==> config.mk <==
export PLATFORM = sky130hd
export DESIGN_NAME = srambank_req_ctrl
export DESIGN_NICKNAME = d
export VERILOG_FILES = /design/src/rtl/srambank_req_ctrl_pkg.sv /design/src/rtl/srambank_rsp_fifo.sv /design/src/rtl/srambank_req_ctrl.sv
export SDC_FILE = /design/constraint.sdc
export NUM_CORES = 1
export LEC_CHECK = 0
export ABC_AREA = 1
export BUFFER_PORTS_ARGS = -buffer_cell sky130_fd_sc_hd__buf_4
export CAP_MARGIN = 10
export CORE_UTILIZATION = 30
export CTS_CLUSTER_DIAMETER = 50
export DETAILED_ROUTE_END_ITERATION = 12
export PLACE_DENSITY = 0.64
export SLEW_MARGIN = 0
export SYNTH_ARGS = -nofsm -noshare
export SYNTH_HDL_FRONTEND = slang
export SYNTH_SLANG_ARGS = --single-unit
==> constraint.sdc <==
create_clock -name clk -period 2.5 [get_ports clk]
set_input_delay 0.125 -clock clk [delete_from_list [all_inputs] [get_ports clk]]
set_output_delay 0.125 -clock clk [all_outputs]
set_load 0.005 [all_outputs]
==> src/rtl/srambank_req_ctrl_pkg.sv <==
// Shared configuration for the srambank request front-end.
// Holds the bank geometry, the response FIFO depth, the derived address widths,
// the bank-index type and a one-hot decode helper.
package srambank_req_ctrl_pkg;

    localparam int unsigned NBANKS    = 4;   // number of srambank instances (power of two)
    localparam int unsigned ROWS_AW   = 8;   // per-bank row address width
    localparam int unsigned DW        = 36;  // data width
    localparam int unsigned RSP_DEPTH = 2;   // response FIFO depth (power of two)

    localparam int unsigned BANK_AW = $clog2(NBANKS);
    localparam int unsigned REQ_AW  = ROWS_AW + BANK_AW;
    localparam int unsigned CNT_W   = $clog2(RSP_DEPTH) + 1;

    typedef logic [BANK_AW-1:0] bank_idx_t;

    function automatic logic [NBANKS-1:0] bank_onehot(input bank_idx_t idx);
        logic [NBANKS-1:0] oh;
        oh      = '0;
        oh[idx] = 1'b1;
        return oh;
    endfunction

endpackage

==> src/rtl/srambank_rsp_fifo.sv <==
// Synchronous circular FIFO holding read responses.
// Ports:
//   clk, rst_n  clock and asynchronous active-low reset (clears pointers, count, storage)
//   push_i      write wdata_i at the tail
//   wdata_i     data to push
//   pop_i       drop the head entry (ignored when empty)
//   rdata_o     head entry, always driven
//   valid_o     FIFO not empty
//   count_o     occupancy before this cycle's push/pop
module srambank_rsp_fifo #(
    parameter int unsigned Width = 36,
    parameter int unsigned Depth = 2
) (
    input  logic                   clk,
    input  logic                   rst_n,
    input  logic                   push_i,
    input  logic [Width-1:0]       wdata_i,
    input  logic                   pop_i,
    output logic [Width-1:0]       rdata_o,
    output logic                   valid_o,
    output logic [$clog2(Depth):0] count_o
);

    localparam int unsigned PtrW = $clog2(Depth);

    logic [Width-1:0] mem_q [Depth];
    logic [PtrW-1:0]  wr_ptr_q, rd_ptr_q;
    logic [PtrW:0]    count_q, count_d;
    logic             empty, full, pop_eff;

    assign empty   = (count_q == '0);
    assign full    = (count_q == (PtrW+1)'(Depth));
    assign pop_eff = pop_i & ~empty;

    always_comb begin
        count_d = count_q;
        if (push_i && !pop_eff) begin
            count_d = count_q + (PtrW+1)'(1);
        end else if (!push_i && pop_eff) begin
            count_d = count_q - (PtrW+1)'(1);
        end
    end

    // Pointers wrap naturally because Depth is a power of two.
    always_ff @(posedge clk or negedge rst_n) begin
        if (!rst_n) begin
            wr_ptr_q <= '0;
            rd_ptr_q <= '0;
            count_q  <= '0;
            for (int i = 0; i < Depth; i++) begin
                mem_q[i] <= '0;
            end
        end else begin
            if (push_i) begin
                mem_q[wr_ptr_q] <= wdata_i;
                wr_ptr_q        <= wr_ptr_q + PtrW'(1);
            end
            if (pop_eff) begin
                rd_ptr_q <= rd_ptr_q + PtrW'(1);
            end
            count_q <= count_d;
        end
    end

    assign rdata_o = mem_q[rd_ptr_q];
    assign valid_o = ~empty;
    assign count_o = count_q;

    // The upstream credit check must make this unreachable.
    assert property (@(posedge clk) disable iff (!rst_n) !(push_i && full && !pop_i));

endmodule

==> src/rtl/srambank_req_ctrl.sv <==
// Request front-end for a set of srambank instances.
// Decodes {bank,row} requests onto the shared bank bus with a one-hot bank select,
// captures the selected bank's dataout one cycle after a read accept and returns
// read data in order through a credit-protected response FIFO.
// Ports:
//   clk, rst_n        clock, asynchronous active-low reset
//   req_*_i/_o        valid/ready request channel (write flag, {bank,row} address, data)
//   rsp_*_i/_o        valid/ready read-response channel
//   mem_*_o           shared bank address/data/strobes and one-hot bank select
//   mem_dataout_i     concatenated bank dataout, bank b at [b*DW +: DW]
module srambank_req_ctrl
    import srambank_req_ctrl_pkg::*;
(
    input  logic                 clk,
    input  logic                 rst_n,
    input  logic                 req_valid_i,
    output logic                 req_ready_o,
    input  logic                 req_write_i,
    input  logic [REQ_AW-1:0]    req_addr_i,
    input  logic [DW-1:0]        req_wdata_i,
    output logic                 rsp_valid_o,
    input  logic                 rsp_ready_i,
    output logic [DW-1:0]        rsp_rdata_o,
    output logic [ROWS_AW-1:0]   mem_address_o,
    output logic [DW-1:0]        mem_wd_o,
    output logic [NBANKS-1:0]    mem_banksel_o,
    output logic                 mem_read_o,
    output logic                 mem_write_o,
    input  logic [NBANKS*DW-1:0] mem_dataout_i
);

    bank_idx_t          req_bank;
    logic [ROWS_AW-1:0] req_row;
    logic               rd_pend_q, rd_pend_d;
    bank_idx_t          rd_bank_q, rd_bank_d;
    logic [CNT_W-1:0]   fifo_count;
    logic [CNT_W:0]     occ;
    logic               credit_ok, grant, accept;
    logic [DW-1:0]      cap_data;

    assign req_bank = req_addr_i[REQ_AW-1 -: BANK_AW];
    assign req_row  = req_addr_i[ROWS_AW-1:0];

    always_comb begin
        // Occupancy excludes this cycle's pop so rsp_ready never reaches req_ready.
        occ       = {1'b0, fifo_count} + {{CNT_W{1'b0}}, rd_pend_q};
        credit_ok = (occ < (CNT_W+1)'(RSP_DEPTH));
        grant     = req_write_i | credit_ok;
        // rst_n only gates the outputs; internal state is cleared by the async reset.
        req_ready_o = rst_n & grant;
        accept      = req_valid_i & req_ready_o;

        mem_banksel_o = '0;
        mem_address_o = '0;
        mem_wd_o      = '0;
        mem_read_o    = 1'b0;
        mem_write_o   = 1'b0;
        if (accept) begin
            mem_banksel_o = bank_onehot(req_bank);
            mem_address_o = req_row;
            mem_wd_o      = req_wdata_i;
            mem_read_o    = ~req_write_i;
            mem_write_o   = req_write_i;
        end

        rd_pend_d = req_valid_i & grant & ~req_write_i;
        rd_bank_d = rd_pend_d ? req_bank : rd_bank_q;
    end

    always_ff @(posedge clk or negedge rst_n) begin
        if (!rst_n) begin
            rd_pend_q <= 1'b0;
            rd_bank_q <= '0;
        end else begin
            rd_pend_q <= rd_pend_d;
            rd_bank_q <= rd_bank_d;
        end
    end

    // Bank dataout holds until the next read, so an intervening write is harmless.
    assign cap_data = mem_dataout_i[rd_bank_q*DW +: DW];

    srambank_rsp_fifo #(
        .Width (DW),
        .Depth (RSP_DEPTH)
    ) u_rsp_fifo (
        .clk     (clk),
        .rst_n   (rst_n),
        .push_i  (rd_pend_q),
        .wdata_i (cap_data),
        .pop_i   (rsp_valid_o & rsp_ready_i),
        .rdata_o (rsp_rdata_o),
        .valid_o (rsp_valid_o),
        .count_o (fifo_count)
    );

endmodule

==> results.py, run 1 <==
metrics = {
    "status": {
        "status": "complete, no violations",
    },
    "synth": {
        "synth.area.top_cells": "dfrtp_1, nand2_1, nand3_1, inv_1, nor2_1",
        "synth_nets": 999,
        "synth_cell_types": 21,
        "yosys_warnings": 0,
        "synth_edf_count": 0,
        "yosysTopAreaCellShare_pct": 39.6,
        "synth-main-ff-cell": "dfrtp_1",
        "yosysSeqAreaShare_pct": 39.6,
        "synthArstFlopShare_pct": 100,
        "syn_area_sq_um": 4990,
        "ys_ff_latch": 79,
        "yosysTopAreaCell": "dfrtp_1",
        "synthCells": 803,
        "synth_area_per_cell_sq_um": 6.21,
    },
    "setup_path": {
        "worstSetupPathType": "flip-flop to output pin",
        "arrival_ns": 2.04,
        "rr_worst_depth": 5,
        "ff2ff_setup_slack_ns": 0.93,
        "worst_setup_path_end_kind": "output pin",
        "setup.worst_path.start": "rd_pend_q",
        "timing.rr.start": "rd_bank_q[0]",
        "required_ns": 2.38,
        "cp_max_fo": 30,
        "r2r-end": "u_rsp_fifo.mem_q[34]",
        "startpoint_type": "flip-flop",
    },
    "routing": {
        "drc": 0,
        "wl_per_cell_um": 14.5,
        "num_vias": 5799,
        "drtIter0Drc": 309,
        "vias_per_cell": 4.53,
        "drtAntennaViolNets": 0,
        "routed_wl_um": 18500,
        "drtPass1Iterations": 4,
    },
    "timing": {
        "fin_crit_ns": 2.16,
        "worst_hold_slack_ns": 0.0339,
        "slew_viol_final": 0,
        "min_period_over_period_pct": 86.4,
        "slew_headroom_pct": 47.7,
        "finalClockSkew_ns": 0.00540,
        "rsz0062_at_grt": "false",
        "fmax_ghz": 0.463,
        "final.setup.tns_ns": 0,
        "setup_viol": 0,
        "finalHoldViolCount": 0,
        "tightest_slew_ns": 0.783,
        "setup_ws_ns": 0.339,
    },
    "grt": {
        "grt_pass1_wl_um": 28100,
        "grt_pass1_vias": 5510,
        "track_usage_pct": 21.9,
        "grt_max_degree": 74,
        "antenna_found_initial": 0,
        "overflow": 0,
    },
    "floorplanning": {
        "die_y_um": 131,
        "rows": 46,
        "die_w_um": 131,
        "initial_core_util_pct": 31.1,
        "core_area_sq_um": 16100,
        "die-area_sq_um": 17200,
        "ios": 283,
    },
    "clocking": {
        "clock-sinks": 79,
        "cts-root-buf": "clkbuf_16",
        "cts_setup_buffers": 0,
        "cts_max_level": 3,
        "clk_path_buf_depth": 2,
        "clock_latency_ns": 0.33,
        "cts_buffers": 9,
        "cts_tree": "built",
        "cts.clk_slew.worst_paths_ns": 0.05,
    },
    "placed_design": {
        "dp.cells": 1265,
        "dp.final_hpwl_um": 12900,
        "port-buffer-count": 282,
        "pre_cts_slack_ns": 0.678,
        "gp_congestion": 0.900,
    },
    "layout": {
        "drive_above_1_share_pct": 29.6,
        "diodes": 0,
        "fin_nets": 1257,
        "final_cells": 1280,
        "area_delta_synth_final_pct": 50.4,
        "post-route-util_pct": 46.7,
    },
    "worst_hold_path": {
        "hp-class": "input port to flip-flop",
        "hold_path_end": "rd_bank_q[1]",
        "hold_path_startpoint": "req_addr_i[9]",
        "hold_depth": 3,
    },
    "power_and_ir_drop": {
        "total_leakage_power_nw": 4.38,
        "powerDensity_nw_per_um2": 1030,
        "peakVddDrop_mv": 0.723,
    },
    "job": {
        "maxCapViolCount": 0,
    },
}
-- cell usage in the layout (no fill, tap or decap) --
| master | synthesis | layout |
|---|---|---|
| nand3_2 | 1 | 1 |
| inv_4 | 1 | 1 |
| xor2_1 | 1 | 1 |
| o21ai_0 | 2 | 2 |
| inv_1 | 53 | 53 |
| bufinv_16 | 0 | 1 |
| clkbuf_1 | 5 | 1 |
| clkinv_2 | 0 | 2 |
| nand2_1 | 414 | 414 |
| a21boi_0 | 1 | 1 |
| buf_4 | 4 | 292 |
| ha_1 | 1 | 1 |
| nor2_4 | 1 | 1 |
| clkbuf_16 | 0 | 9 |
| nor2_1 | 50 | 50 |
| dfrtp_1 | 79 | 77 |
| dfrtp_2 | 0 | 2 |
| clkinv_4 | 0 | 1 |
| dlygate4sd3_1 | 0 | 1 |
| nand2_2 | 1 | 1 |
| inv_2 | 4 | 4 |
| nand4_1 | 1 | 1 |
| xnor2_1 | 1 | 1 |
| nand3_1 | 146 | 146 |
-- area by class of cell --
cell class                      count  area [sq um]
Fill cell                        1644          8550
Tap cell                          216           270
Sequential cell                    79          1980
Multi-Input combinational cell    620          2550
Clock inverter                      4          48.8
Timing Repair Buffer              293          2200
Clock buffer                       10           229
Inverter                           58           220
-- Yosys cell counts (all sizes together) (2+ instances only) --
master,instances
dfrtp,79
clkbuf,5
buf,41
inv,58
nand2,415
nand3,147
nor2,51
o21ai,2
-- flip-flops by register name (all words and copies together), names as in the netlist --
signal and cells:
u_rsp_fifo.wr_ptr_q 1, rd_pend_q 1, u_rsp_fifo.rd_ptr_q 1, u_rsp_fifo.count_o 2, u_rsp_fifo.mem_q 72, rd_bank_q 2
-- where the power goes --
part	internal, W	switching, W
Combinational	0.00170	0.00253
Sequential	0.00192	0.000334
Clock	0.000760	0.000494
Total	0.00438	0.00336
-- worst max path at each step --
stage | to | slack, ns
6_report | mem_wd_o[2] | 0.34
5_1_grt | mem_wd_o[17] | 0.15
4_1_cts | mem_wd_o[15] | 0.31
3_5_place_dp | mem_wd_o[15] | 0.68
3_3_place_gp | mem_address_o[2] | 0.76
2_1_floorplan | u_rsp_fifo.count_o[1] | 1.27
-- logic make-up (layout without fill, tap and decap cells) --
group                    after synthesis  in the layout  synth area share (%)
XOR/XNOR                               2              2                 0.351
AO/OA/AOI/OAI                          3              3                 0.351
adder cells (fa/ha/maj)                1              1                 0.251
flip-flops                            79             79                  39.6
buffers and inverters                104            365                  9.20
AND/OR/NAND/NOR                      614            614                  50.2
-- per-layer routing --
layer / track usage, % / vias to the layer above / wire (um)
li1: - / 2991 / -
met1: 26.6 / 2538 / 7970
met2: 36.8 / 229 / 8520
met3: 4.56 / 41 / 1290
met4: 10.9 / 0 / 721
met5: 0 / - / 0
-- metrics by stage --
step           instance area (sq um)  total power (W)
2_1_floorplan                   4990          0.00474
3_3_place_gp                    7220          0.00648
3_5_place_dp                    7220          0.00654
4_1_cts                         7500          0.00783
5_1_grt                         7500          0.00845
6_report                        7500          0.00774
-- critical path: stages (launching register included) --
cell     delay (ns)
dfrtp_1        0.41
nand2_1        0.09
nand2_1        0.08
nand2_1        0.08
nand3_2        0.43
buf_4          0.36
nor2_1         0.11
buf_4          0.12
-- repair_timing --
item / 4_1_cts / 5_1_grt
endpoints found under the hold margin: 21 / 0
hold buffers: 1 / 0
gates resized for setup: 0 / 0
Note: power is estimated with default switching activity, not from simulation.
==> run 2: changes to the inputs <==
Settings changed: ABC_AREA 1 to default, CORE_ASPECT_RATIO from default to 1.1.
==> run 2 against run 1 <==
  * Sequential share of layout area is 0.15 points higher
  * First-iteration DRC count is 34% lower
  * Synthesized area is 2.0% lower
  * Critical path type unchanged
  * Register-to-register slack worse by 0.33 ns
  * Count of clock-buffer cells in the layout is 2 higher
  * Highest routed layer unchanged
  * Largest power group unchanged
  * Cell count is 29% lower
  * Clock power is 6% higher
==> results.py, run 2 <==
metrics = {
    "status": {
        "status": "complete, no violations",
    },
    "job": {
        "maxCapViolCount": 0,
    },
    "synth": {
        "yosysTopAreaCell": "dfrtp_1",
        "synth.most_common_cell": "dfrtp_1",
        "synth-main-ff-cell": "dfrtp_1",
        "synth_commonest_cells": "dfrtp_1, nand2_1, mux2i_1",
        "yosys.area_share.simple_pct": 13.3,
        "synth_area_per_cell_sq_um": 11.1,
        "synth.mux.area_fraction_pct": 23.5,
        "synth_nets": 638,
        "yosysTopAreaCellShare_pct": 40.4,
        "synth_compound_area_share_pct": 17.3,
        "synth.area.top_cells": "dfrtp_1, mux2i_1, o221ai_2, mux2_2, o221ai_1",
        "synth_top_family_by_area": "multiplexers",
        "synth_edf_count": 0,
        "syn_area_sq_um": 4890,
        "synth_xor_area_share_pct": 0.895,
        "yosys_warnings": 0,
        "synthCells": 442,
        "synth_cell_types": 28,
        "yosysSeqAreaShare_pct": 40.4,
        "synthArstFlopShare_pct": 100,
        "ys_ff_latch": 79,
        "synthAdderAreaFrac_pct": 0.256,
    },
    "layout": {
        "largest_reg_flops": 72,
        "mostFrequentLayoutCells": "buf_4, dfrtp_1, nand2_1",
        "final_cells": 912,
        "post-route-util_pct": 47.3,
        "area_delta_synth_final_pct": 52.8,
        "drive_above_1_share_pct": 53.9,
        "fin_nets": 903,
        "fillers": 1473,
        "top_register": "u_rsp_fifo.mem_q",
        "diodes": 0,
        "layout_commonest_cell": "buf_4",
    },
    "clocking": {
        "clock_latency_ns": 0.33,
        "cts_max_level": 3,
        "cts-root-buf": "clkbuf_16",
        "clk_path_buf_depth": 2,
        "cts_tree": "built",
        "cts_resized": 0,
        "hold_buffers": 0,
        "cts_setup_buffers": 0,
        "clock-sinks": 79,
        "cts.clk_slew.worst_paths_ns": 0.06,
        "cts_buffers": 9,
    },
    "floorplanning": {
        "die_w_um": 124,
        "die_y_um": 136,
        "ios": 283,
        "core_area_sq_um": 15800,
        "rows": 48,
        "die-area_sq_um": 16800,
        "initial_core_util_pct": 31.0,
    },
    "grt": {
        "track_usage_pct": 19.2,
        "overflow": 0,
        "antenna_found_initial": 0,
        "grt_max_degree": 80,
        "grt_pass1_wl_um": 24800,
        "grt_pass1_vias": 4860,
    },
    "timing": {
        "slew_headroom_pct": 23.7,
        "slew_viol_final": 0,
        "tightest_slew_ns": 1.14,
        "fmax_ghz": 0.504,
        "finalClockSkew_ns": 0.00601,
        "min_period_over_period_pct": 79.3,
        "setup_viol": 0,
        "finalHoldViolCount": 0,
        "fin_crit_ns": 1.98,
        "final.setup.tns_ns": 0,
        "rsz0062_at_grt": "false",
    },
    "routing": {
        "routed_wl_um": 15800,
        "drc": 0,
        "vias_per_cell": 5.09,
        "num_vias": 4643,
        "wl_per_cell_um": 17.3,
        "drtAntennaViolNets": 0,
        "drtIter0Drc": 205,
        "drtPass1Iterations": 4,
    },
    "placed_design": {
        "port-buffer-count": 282,
        "dp.cells": 896,
        "dp.final_hpwl_um": 11600,
        "gp_congestion": 0.769,
    },
    "setup_path": {
        "worst-path-buf-inv": 2,
        "crit_top_cell": "buf_4",
        "cp_max_fo": 47,
        "r2r-end": "u_rsp_fifo.mem_q[40]",
        "cp_top_family": "flip-flops",
        "timing.rr.start": "rd_pend_q",
        "startpoint_type": "flip-flop",
        "rr_worst_depth": 3,
        "arrival_ns": 1.86,
        "cpPeakStageDelay_ns": 0.48,
        "required_ns": 2.38,
        "crit_slowest_cell": "dfrtp_1",
        "worstSetupPathType": "flip-flop to output pin",
        "path_cells": "a21oi_2 -> o211a_1 -> buf_4 -> and2_1 -> buf_4",
        "ff2ff_setup_slack_ns": 0.60,
        "worst_setup_path_end_kind": "output pin",
    },
    "power_and_ir_drop": {
        "powerDensity_nw_per_um2": 1030,
        "peakVddDrop_mv": 0.426,
        "finalPower_w": 0.00766,
        "total_leakage_power_nw": 3.72,
    },
    "worst_hold_path": {
        "hold_path_startpoint": "req_addr_i[9]",
        "hold_path_end": "rd_bank_q[1]",
        "hp-class": "input port to flip-flop",
        "hold_depth": 2,
    },
}
==> run 2: worst reg2reg max path: stages (launching register included) <==
cell and delay (ns):
dfrtp_1 0.48, nand2b_2 0.12, or2_2 0.88, o221ai_1 0.24
==> run 2: per-layer routing <==
layer | part of all wire (%) | global-route usage [%] | vias to the layer above
met5 | 0 | 0 | -
met4 | 1.9 | 6.36 | 0
met3 | 6.4 | 4.03 | 16
met2 | 53 | 34.0 | 203
met1 | 39 | 22.7 | 2250
li1 | - | - | 2174
==> run 2: cell type report <==
type | instances | area, sq um | area share (%)
multi-input combinational | 323 | 2710 | 36.2
tap | 200 | 250 | 3.35
sequential | 79 | 1980 | 26.5
clock buffer | 12 | 246 | 3.30
clock inverter | 4 | 53.8 | 0.720
timing repair buffer | 294 | 2230 | 29.9
==> run 2: where the power goes <==
part / internal (W) / leakage, nW / switching (W)
clock: 0.000805 / 0.139 / 0.000519
combinational: 0.00219 / 2.63 / 0.00169
sequential: 0.00193 / 0.952 / 0.000524
==> run 2: worst max path at each step <==
stage | startpoint | end | slack (ns) | cells after the start
after CTS | rd_pend_q | mem_wd_o[15] | 0.48 | 5
after global routing | rd_pend_q | mem_wd_o[15] | 0.38 | 5
after detailed placement | rd_pend_q | u_rsp_fifo.mem_q[40] | 0.56 | 3
after floorplan | rd_pend_q | rd_bank_q[0] | 1.08 | 5
after global placement | rd_pend_q | u_rsp_fifo.mem_q[40] | 0.65 | 3
final | rd_pend_q | mem_wd_o[15] | 0.52 | 5
==> run 2: cell families after synthesis <==
group | Yosys count
compound gates | 75
xor+xnor | 5
fa+ha+maj | 1
buf+inv | 40
flops | 79
mux | 110
simple gates | 132
==> run 2: through the flow <==
stage / instance area (sq um) / worst slack, ns / hold slack (ns)
floorplan: 4890 / 1.08 / -0.171
global placement: 7170 / 0.649 / 0.423
CTS: 7470 / 0.483 / 0.0771
global route: 7470 / 0.384 / 0.0756
detailed placement: 7170 / 0.557 / 0.424
finish: 7470 / 0.516 / 0.0895
